**src/rtl/serial_2scomp_rx.sv**
```systemverilog
// Bit-serial two's-complement receiver: negates an LSB-first frame on the fly
// with a copy-then-invert Mealy machine and deserializes the result.
module serial_2scomp_rx #(
    parameter int WIDTH = 4
) (
    input  logic             clk,
    input  logic             rst_n,
    input  logic             start,
    input  logic             bit_valid,
    input  logic             bit_in,
    output logic             ser_out,
    output logic             ser_out_valid,
    output logic [WIDTH-1:0] out_word,
    output logic             out_valid,
    output logic             ovf,
    output logic             busy,
    output logic             abort_err
);

    localparam int CW = $clog2(WIDTH);
    localparam logic [CW-1:0] LAST_IDX = CW'(WIDTH - 1);

    typedef enum logic [1:0] {
        IDLE,
        COPY,
        INV
    } state_t;

    state_t           state;
    state_t           state_next;
    state_t           eval_state;
    logic [CW-1:0]    count;
    logic [CW-1:0]    count_next;
    logic [CW-1:0]    eval_count;
    logic [WIDTH-1:0] shreg;
    logic [WIDTH-1:0] shift_val;
    logic             frame_start;
    logic             restart;
    logic             accept;
    logic             last_bit;
    logic             ovf_hit;

    // A start-qualified bit is always evaluated as bit 0 of a fresh frame,
    // even when it lands in the middle of another one.
    always_comb begin
        frame_start   = start && bit_valid;
        restart       = frame_start && (state != IDLE);
        accept        = bit_valid && ((state != IDLE) || start);
        eval_state    = frame_start ? IDLE : state;
        eval_count    = frame_start ? '0 : count;
        ser_out       = (eval_state == INV) ? ~bit_in : bit_in;
        ser_out_valid = accept;
        last_bit      = accept && (eval_count == LAST_IDX);
        ovf_hit       = last_bit && (eval_state != INV) && bit_in;
        shift_val     = {ser_out, shreg[WIDTH-1:1]};

        state_next = state;
        count_next = count;
        if (accept) begin
            if (last_bit) begin
                state_next = IDLE;
                count_next = '0;
            end else begin
                count_next = eval_count + CW'(1);
                if ((eval_state == INV) || bit_in) begin
                    state_next = INV;
                end else begin
                    state_next = COPY;
                end
            end
        end
    end

    always_ff @(posedge clk or negedge rst_n) begin
        if (!rst_n) begin
            state <= IDLE;
            count <= '0;
            busy  <= 1'b0;
        end else begin
            state <= state_next;
            count <= count_next;
            busy  <= (state_next != IDLE);
        end
    end

    // The completed word is captured from the shift value so that the last
    // Mealy bit lands in the MSB in the same cycle it is produced.
    always_ff @(posedge clk or negedge rst_n) begin
        if (!rst_n) begin
            shreg     <= '0;
            out_word  <= '0;
            out_valid <= 1'b0;
            ovf       <= 1'b0;
            abort_err <= 1'b0;
        end else begin
            out_valid <= last_bit;
            abort_err <= restart;
            if (accept) begin
                shreg <= shift_val;
            end
            if (last_bit) begin
                out_word <= shift_val;
                ovf      <= ovf_hit;
            end
        end
    end

endmodule

```
**config.mk**
```make
export PLATFORM = sky130hd
export DESIGN_NAME = serial_2scomp_rx
export DESIGN_NICKNAME = d
export VERILOG_FILES = /design/src/rtl/serial_2scomp_rx.sv
export SDC_FILE = /design/constraint.sdc
export NUM_CORES = 1
export LEC_CHECK = 0
export CAP_MARGIN = 20
export CORE_MARGIN = 2
export CORE_UTILIZATION = 50
export CTS_CLUSTER_DIAMETER = 60
export DETAILED_ROUTE_END_ITERATION = 8
export HOLD_SLACK_MARGIN = 0.03
export PLACE_DENSITY = 0.84
export REMOVE_ABC_BUFFERS = 1
export SLEW_MARGIN = 40
export SYNTH_ARGS = -nofsm -noshare
export SYNTH_HDL_FRONTEND = slang
export SYNTH_SLANG_ARGS = --single-unit
```
**constraint.sdc**
```tcl
create_clock -name clk -period 2.9 [get_ports clk]
set_input_delay 0.58 -clock clk [delete_from_list [all_inputs] [get_ports clk]]
set_output_delay 0.58 -clock clk [all_outputs]
set_load 0.02 [all_outputs]
```
# Yosys cells after proc, flatten, opt, wreduce, memory -nomap -nowiden
# Cells that the tools add are included.
[op_classes] n_addsub=1 eq_ne=3 n_mux=7 bitwise=1 reduce_logical=10
[ops] operator="$mux W2" n=6
[ops] operator="$logic_and A1 B1 Y1" n=6
[ops] operator="$eq A2 B2 Y1 const B" n=2
[ops] operator="$reduce_bool A2 Y1" n=2
[ops] operator="$add A2 B1 Y2 const B" n=1
[ops] operator="$logic_or A1 B1 Y1" n=2
[ops] operator="$ne A2 B2 Y1 const B" n=1
[ops] operator="$mux W1" n=1
[ops] operator="$not A1 Y1" n=1
[totals] ff_bits=16 in_bits=5 elab_cells=30

# Longest topological paths before layout
# Gate-level depths: netlist of the first run.
[depth] ltp_word=8 depth_mapped=5 ltp_nobuf=5

# Worst setup path before layout of the first run
# OpenSTA, ideal clock, no wires.
[synth_path] path_kind="input to output" startpoint="input port start" endpoint="output port ser_out" arrival_time_ns=1.161 required_ns=2.320 path_slack_ns=1.159 stages=3 n_path_buf=0 path_cell_list="nand2_1 nand3b_1 ha_1"
[synth_via] elab_chain_len=4
[synth_lines] item="start: declaration" line="8" source="input logic start,"
[synth_lines] item="$logic_and A1 B1 Y1" line="46" source="frame_start = start && bit_valid;"
[synth_lines] item="$mux W2" line="49" source="eval_state = frame_start ? IDLE : state;"
[synth_lines] item="$eq A2 B2 Y1" line="51" source="ser_out = (eval_state == INV) ? ~bit_in : bit_in;"
[synth_lines] item="$mux W1" line="51"
[synth_lines] item="end: declaration" line="11" source="output logic ser_out,"
# No other way between the ends.

# Final worst setup path of the first run
[layout_path] startpoint="input port bit_valid" endpoint="output port ser_out"
[layout_via] elab_chain_len=4
[layout_lines] item="start: declaration" line="9" source="input logic bit_valid,"
[layout_lines] item="$logic_and A1 B1 Y1" line="46"
[layout_lines] item="$mux W2" line="49"
[layout_lines] item="$eq A2 B2 Y1" line="51"
[layout_lines] item="$mux W1" line="51"
# No other way between the ends.

==> results.toml, run 1 <==
[drt]
first_pass_iters = 4
drt_iter0_drc = 17
wirelength_um = 1200
viasPerCell = 5.44
drc = 0
wire_per_inst_um = 14.2
via_count = 457
ant_nets = 0

[synth]
yosysWarnings = 0
syn_area_per_cell_um2 = 13.9
syn_inst = 48
ys_seq_area_share_pct = 56.3
ys_types = 17
synth-seq-cells = 15
syn-cell-area_um2 = 667

[clock_network]
cts_hold_buf = 0
cts_sinks = 15
cts_setup_buffers = 0
cts_tree = "built"
clkTransAtPathRegs_ns = 0.08
htreeDepth = 1
clk_path_buf_depth = 2
clk-insertion-delay-late_ns = 0.28
cts.repair.resized = 0
cts_made_buffers = 3
cts-root-buf = "clkbuf_4"

[timing]
finalCritPeriodShare_pct = 95.2
drv_slew = 0
finalSetupTns_ns = 0
worst_clock_skew_ns = 0.000827
hold_viol = 0
slew_headroom_pct = 56.2
period_minus_slack_ns = 2.76
worst_pin_slew_ns = 0.655
rsz0062_at_grt = "false"
clock.fmax_mhz = 362
setup_viol_count_final = 0

[critical_path]
required_ns = 2.32
critPathLaunchType = "input pin"
crit_type = "in -> out"
crit_path_max_fanout = 5
cp.arrival_ns = 2.18
end_kind = "output port"

[placement]
hpwl_um = 913
dp_cells = 80
place.gp.congestion = 0.835
io_buffers = 14

[floorplan]
num_rows = 13
initial_core_util_pct = 52.6
dieHeight_um = 40.5
io_pins = 15
die_x_um = 40.5
core-area_um2 = 1270
die_area_um2 = 1640

[min_path]
hold_path.class = "reg -> reg"

[global_routing]
use_met3_pct = 8.33
grt_pass1_vias = 468
grt_pass1_wl_um = 2060
grt_use_met1_pct = 25.1
grt_most_used_layer = "met2"
globalRouteTotalUtil_pct = 20.2
met2_usage_pct = 31.0
grt_overflow = 0
grt_max_degree = 16
antenna_found_initial = 0

[job]
drv_cap = 0

[finish]
syn2layout_area_growth_pct = 31.1
final_common_cell = "dfrtp_1"
antenna_cells = 0
ff_latch_area_um2 = 375
layout_common_cells = "dfrtp_1, clkdlybuf4s50_1, mux2_2"
multi_input_area_um2 = 273
instances_no_fill = 84
nNetsFinal = 77
nFillCells = 101
layout-drive-gt1-share_pct = 23.2

[power]
p_total_uw = 785
p_leak_nw = 0.389
power_density_nw_per_um2 = 898
ir_worst_vdd_uv = 457

[outcome]
status = "completed"
-- synth_stat cells --
master / number / area [um2]
ha_1: 2 / 25.0
a32o_1: 3 / 30.0
o31ai_4: 1 / 21.3
nor2b_1: 2 / 12.5
nand3b_1: 1 / 7.51
inv_1: 5 / 18.8
o211ai_1: 1 / 7.51
and2_1: 2 / 12.5
nand2b_1: 1 / 6.26
dfrtp_1: 15 / 375
o311ai_4: 1 / 26.3
or3_1: 1 / 6.26
nand2_1: 1 / 3.75
mux2_2: 8 / 90.1
a22oi_1: 1 / 7.51
o2bb2ai_1: 1 / 8.76
nor2_1: 2 / 7.51
-- cells by family (layout without fill, tap and decap cells) --
logic type	after synthesis	after routing	share of synthesized area, %
AOI/OAI and AO/OA	8	8	15.2
adders and majority gates	2	2	3.75
and+or+nand+nor	10	10	8.44
muxes	8	8	13.5
buffers and inverters	5	26	2.81
DFF	15	15	56.3
-- where the power goes --
| group | switching, mW | internal, mW |
|---|---|---|
| registers | 0.0553 | 0.290 |
| logic | 0.143 | 0.180 |
| clock network | 0.0633 | 0.0534 |
| total | 0.262 | 0.523 |
-- sequential cells by signal, indices dropped and copies added (netlist names) --
signal,count
ovf,1
busy,1
out_word,4
count,2
state,2
shreg,3
out_valid,1
abort_err,1
-- worst max-delay path, cell delays in order --
cell and delay [ns]:
clkdlybuf4s50_1 0.43, nand2_1 0.14, nand3b_1 0.10, ha_1 0.32, clkdlybuf4s50_1 0.61
-- per-layer routing --
metal | vias to the layer above | share of wire [%]
li1 | 216 | -
met1 | 226 | 45
met2 | 13 | 50
met3 | 2 | 4.8
met4 | 0 | 0.59
met5 | - | 0
-- final cells by class --
type                    instances  area share (%)
clock buffers                   4            3.00
inverters                       5            2.15
multi-input cells              28            31.2
flip-flops and latches         15            42.9
well taps                      15            2.15
repair buffers                 17            18.6
-- stage by stage --
stage	hold WS [ns]	cell area, um2	setup WS [ns]	utilization, %
final	0.501	875	0.140	68.9
after global routing	0.530	875	0.0914	68.9
after global placement	0.473	848	0.160	66.9
after floorplan	0.284	667	1.16	-
after detailed placement	0.486	848	0.133	66.9
after CTS	0.506	875	0.133	68.9
-- path summary, 6_finish.rpt --
| kind | start | to | slack (ns) | cells after the start |
|---|---|---|---|---|
| max in group asynchronous | rst_n | count[1]$_DFFE_PN0N_ | 1.79 | 1 |
| hold reg to reg | count[1]$_DFFE_PN0N_ | count[1]$_DFFE_PN0N_ | 0.50 | 1 |
| hold / removal | count[1]$_DFFE_PN0N_ | count[1]$_DFFE_PN0N_ | 0.50 | 1 |
| setup / recovery | bit_valid | ser_out | 0.14 | 5 |
| setup reg to reg | count[0]$_DFFE_PN0N_ | out_word[0]$_DFFE_PN0P_ | 1.40 | 4 |
| min in group asynchronous | rst_n | out_word[1]$_DFFE_PN0P_ | 0.70 | 1 |
No activity file was read; power rests on OpenSTA's default activity.
==> inputs of run 2 (changes only) <==
==> constraint.sdc (replaced) <==
create_clock -name clk -period 2.9 [get_ports clk]
set_input_delay 0.435 -clock clk [delete_from_list [all_inputs] [get_ports clk]]
set_output_delay 0.435 -clock clk [all_outputs]
set_load 0.02 [all_outputs]
==> results.toml, run 2 (synthesized netlist as in run 1, its figures left out) <==
[finish]
largest_reg_flops = 4
nNetsFinal = 77
instances_no_fill = 84
top_register = "out_word"
nFillCells = 95
syn2layout_area_growth_pct = 31.1
reg_top3 = "out_word: 4 flops, shreg: 3 flops"
layout-drive-gt1-share_pct = 23.2
layout_common_cells = "dfrtp_1, clkdlybuf4s50_1, mux2_2"
final_common_cell = "dfrtp_1"
finalCoreUtilization_pct = 68.9
antenna_cells = 0

[drt]
first_pass_iters = 2
viasPerCell = 5.19
drc = 0
drt_iter0_drc = 6
wire_per_inst_um = 13.4
wirelength_um = 1130
ant_nets = 0
via_count = 436

[clock_network]
clk_path_buf_depth = 2
cts-root-buf = "clkbuf_4"
clk-insertion-delay-late_ns = 0.28
cts.repair.resized = 0
cts_hold_buf = 0
clkTransAtPathRegs_ns = 0.09
cts_made_buffers = 3
htreeDepth = 1
cts_setup_buffers = 0
cts_sinks = 15
cts_tree = "built"

[timing]
drv_slew = 0
setup_viol_count_final = 0
clock.fmax_mhz = 405
finalSetupTns_ns = 0
worst_pin_slew_ns = 0.644
period_minus_slack_ns = 2.47
finalCritPeriodShare_pct = 85.1
slew_headroom_pct = 56.9
rsz0062_at_grt = "false"
hold_viol = 0
worst_clock_skew_ns = 0.00381
whs_ns = 0.501

[global_routing]
grt_max_degree = 16
grt_pass1_wl_um = 1880
globalRouteTotalUtil_pct = 18.1
grt_overflow = 0
grt_pass1_vias = 432
antenna_found_initial = 0

[outcome]
status = "completed"

[critical_path]
crit_type = "in -> out"
cp_cell_sequence = "clkdlybuf4s50_1 > nand2_1 > nand3b_1 > ha_1 > clkdlybuf4s50_1"
startpoint = "bit_valid"
critPathLaunchType = "input pin"
end_kind = "output port"
cp.arrival_ns = 2.03
crit_path_max_fanout = 5
crit_top_cell = "clkdlybuf4s50_1"
slowest_delay_ns = 0.61
r2r_start = "count[0]$_DFFE_PN0N_"
required_ns = 2.47
crit_slowest_cell = "clkdlybuf4s50_1"

[floorplan]
die_x_um = 40.5
initial_core_util_pct = 52.6
die_area_um2 = 1640
core-area_um2 = 1270
io_pins = 15
num_rows = 13
dieHeight_um = 40.5

[power]
ir_worst_vdd_uv = 517
p_total_uw = 785
power_frac_clock_pct = 15.2
net-switching-power_uw = 261
power.internal_uw = 524
p_leak_nw = 0.389
power_density_nw_per_um2 = 898
p_comb_share_pct = 41.1
p_seq_share_pct = 43.7
sw_frac_of_total_pct = 33.3

[min_path]
min-delay-start = "count[1]$_DFFE_PN0N_"
hold_path.class = "reg -> reg"

[job]
drv_cap = 0

[placement]
place.gp.congestion = 0.836
io_buffers = 14
dp_cells = 80
run 2: cell counts in the layout (fill, tap and decap cells not counted):
No cell type changed its count.
run 2: worst paths after layout:
path | cells past startpoint | slack [ns] | to
min reg2reg | 1 | 0.50 | count[1]$_DFFE_PN0N_
max in group asynchronous | 1 | 1.94 | out_valid$_DFF_PN0_
min in group asynchronous | 1 | 0.54 | state[1]$_DFF_PN0_
max | 5 | 0.43 | ser_out
max reg2reg | 4 | 1.42 | out_word[0]$_DFFE_PN0P_
min | 1 | 0.50 | count[1]$_DFFE_PN0N_
run 2: power by group through the flow:
stage	Sequential (mW)	Clock, mW	Combinational [mW]
5_1_grt	0.357	0.134	0.349
6_report	0.343	0.119	0.323
3_5_place_dp	0.350	0	0.325
4_1_cts	0.345	0.121	0.327
3_3_place_gp	0.344	0	0.316
2_1_floorplan	0.393	0	0.138
run 2: worst max-delay path, delay by kind of cell:
| family | cells | cell delay, ns |
|---|---|---|
| fa+ha+maj | 1 | 0.32 |
| buf+inv | 2 | 1.03 |
| simple gates | 2 | 0.24 |
run 2: metrics by stage:
step                cell area (um2)  setup slack, ns
CTS                             875            0.424
floorplan                       667             1.35
finish                          875            0.432
detailed placement              848            0.426
global route                    875            0.351
global placement                848            0.449
run 2: area by class of cell:
class | instances | area [um2] | area share [%]
Clock buffer | 4 | 26.3 | 3.00
Inverter | 5 | 18.8 | 2.15
Multi-Input combinational cell | 28 | 273 | 31.2
Sequential cell | 15 | 375 | 42.9
Tap cell | 15 | 18.8 | 2.15
Timing Repair Buffer | 17 | 163 | 18.6
run 2: layer usage:
layer | wire length [um] | vias to the layer above | track usage, %
li1 | - | 216 | -
met4 | 6 | 0 | 10.0
met2 | 566 | 7 | 28.2
met1 | 514 | 211 | 23.4
met3 | 40 | 2 | 3.33
met5 | 0 | - | 0
==> inputs of run 3 (changes only) <==
--- a/config.mk
+++ b/config.mk
@@ -7,11 +7,11 @@
 export LEC_CHECK = 0
 export CAP_MARGIN = 20
 export CORE_MARGIN = 2
-export CORE_UTILIZATION = 50
-export CTS_CLUSTER_DIAMETER = 60
+export CORE_UTILIZATION = 51
 export DETAILED_ROUTE_END_ITERATION = 8
+export DONT_BUFFER_PORTS = 1
 export HOLD_SLACK_MARGIN = 0.03
-export PLACE_DENSITY = 0.84
+export PLACE_DENSITY = 0.71
 export REMOVE_ABC_BUFFERS = 1
 export SLEW_MARGIN = 40
 export SYNTH_ARGS = -nofsm -noshare
==> results.toml, run 3 (synthesized netlist as in run 1, its figures left out) <==
[outcome]
status = "completed"

[floorplan]
initial_core_util_pct = 53.2
core-area_um2 = 1250
dieHeight_um = 40.2
die_area_um2 = 1610
die_x_um = 40.2
num_rows = 13
io_pins = 15

[drt]
drt_iter0_drc = 1
drc = 0
first_pass_iters = 4
ant_nets = 0
wirelength_um = 1050
via_count = 393
viasPerCell = 5.78
wire_per_inst_um = 15.4

[critical_path]
cp.arrival_ns = 1.40
path_buf_inv = 0
slowest_delay_ns = 0.48
critPathLaunchType = "flop"
crit_slowest_cell = "dfrtp_1"
end_kind = "output port"
crit_type = "reg -> out"
crit_path_max_fanout = 7
cp_cell_sequence = "nand3b_1 > ha_1"
crit_family = "flip-flops"
required_ns = 2.47

[finish]
instances_no_fill = 68
antenna_cells = 0
reg_top3 = "out_word: 4 flops, shreg: 3 flops"
top_register = "out_word"
fin_area_um2 = 722
final_common_cell = "dfrtp_1"
syn2layout_area_growth_pct = 8.26
largest_reg_flops = 4
nNetsFinal = 61
layout_common_cells = "dfrtp_1, mux2_2, inv_1"
layout-drive-gt1-share_pct = 24.5

[clock_network]
cts_sinks = 15
cts-root-buf = "clkbuf_4"
clk-insertion-delay-late_ns = 0.27
cts_setup_buffers = 0
cts_tree = "built"
clk_path_buf_depth = 2
htreeDepth = 1
cts_made_buffers = 3
clkTransAtPathRegs_ns = 0.09

[power]
power_density_nw_per_um2 = 947
ir_worst_vdd_uv = 568
p_total_uw = 684
p_leak_nw = 0.326

[timing]
hold_viol = 0
finalSetupTns_ns = 0
clock.fmax_mhz = 544
worst_pin_slew_ns = 0.619
whs_ns = 0.265
finalCritPeriodShare_pct = 63.4
setup_viol_count_final = 0
rsz0062_at_grt = "false"
slew_headroom_pct = 58.6
period_minus_slack_ns = 1.84
worst_clock_skew_ns = 0.00553
drv_slew = 0

[global_routing]
globalRouteTotalUtil_pct = 16.2
grt_overflow = 0
grt_pass1_wl_um = 1660
antenna_found_initial = 0
grt_pass1_vias = 363
grt_max_degree = 16

[job]
drv_cap = 0

[placement]
dp_cells = 63
io_buffers = 0
place.gp.congestion = 0.700
hpwl_um = 793
place_area_um2 = 686

[min_path]
hold_path.class = "in -> reg"
==> run 3: cell types whose count changed in the layout (fill, tap and decap cells not counted), sizes merged <==
cell,before,now
clkdlybuf4s50,14,0
buf,3,0
dlygate4sd3,0,1
==> run 3: cell type report <==
cell class,instances,area [um2]
fillers,101,531
flip-flops and latches,15,375
multi-input cells,28,273
clock buffers,4,26.3
inverters,5,18.8
well taps,15,18.8
repair buffers,1,10.0
==> run 3: layer usage <==
metal | vias to the layer above | wire (um) | GRT usage, %
li1 | 184 | - | -
met1 | 196 | 446 | 18.3
met2 | 13 | 544 | 27.8
met3 | 0 | 56 | 7.78
met4 | 0 | 0 | 2.59
met5 | - | 0 | 0
==> run 3: worst paths after layout <==
kind / slack (ns) / cells past startpoint / end / from
min reg2reg: 0.51 / 1 / out_word[0]$_DFFE_PN0P_ / shreg[1]$_DFFE_PN0N_
min: 0.26 / 1 / busy$_DFF_PN0_ / bit_valid
max reg2reg: 1.40 / 3 / shreg[3]$_DFFE_PN0N_ / state[0]$_DFF_PN0_
min in group asynchronous: 0.61 / 1 / count[1]$_DFFE_PN0N_ / rst_n
max: 1.06 / 2 / ser_out / state[0]$_DFF_PN0_
max in group asynchronous: 1.89 / 1 / out_word[2]$_DFFE_PN0P_ / rst_n
==> run 3: stage by stage <==
step	util, %	setup WS [ns]
6_report	57.6	1.06
5_1_grt	57.6	0.996
4_1_cts	57.6	1.05
3_5_place_dp	54.7	1.25
3_3_place_gp	54.7	1.29
2_1_floorplan	-	1.35
==> run 3: power breakdown <==
part	internal [mW]	leakage, nW	switching (mW)	total [mW]
clock	0.0531	0.0150	0.0613	0.114
combinational	0.0952	0.126	0.0698	0.165
sequential	0.290	0.185	0.114	0.404
==> run 3: repair_timing <==
| action | in CTS | in global routing |
|---|---|---|
| setup endpoints to repair | 0 | 0 |
| hold buffers | 1 | 0 |
| endpoints found under the hold margin | 15 | 0 |
| resized for setup | 0 | 0 |
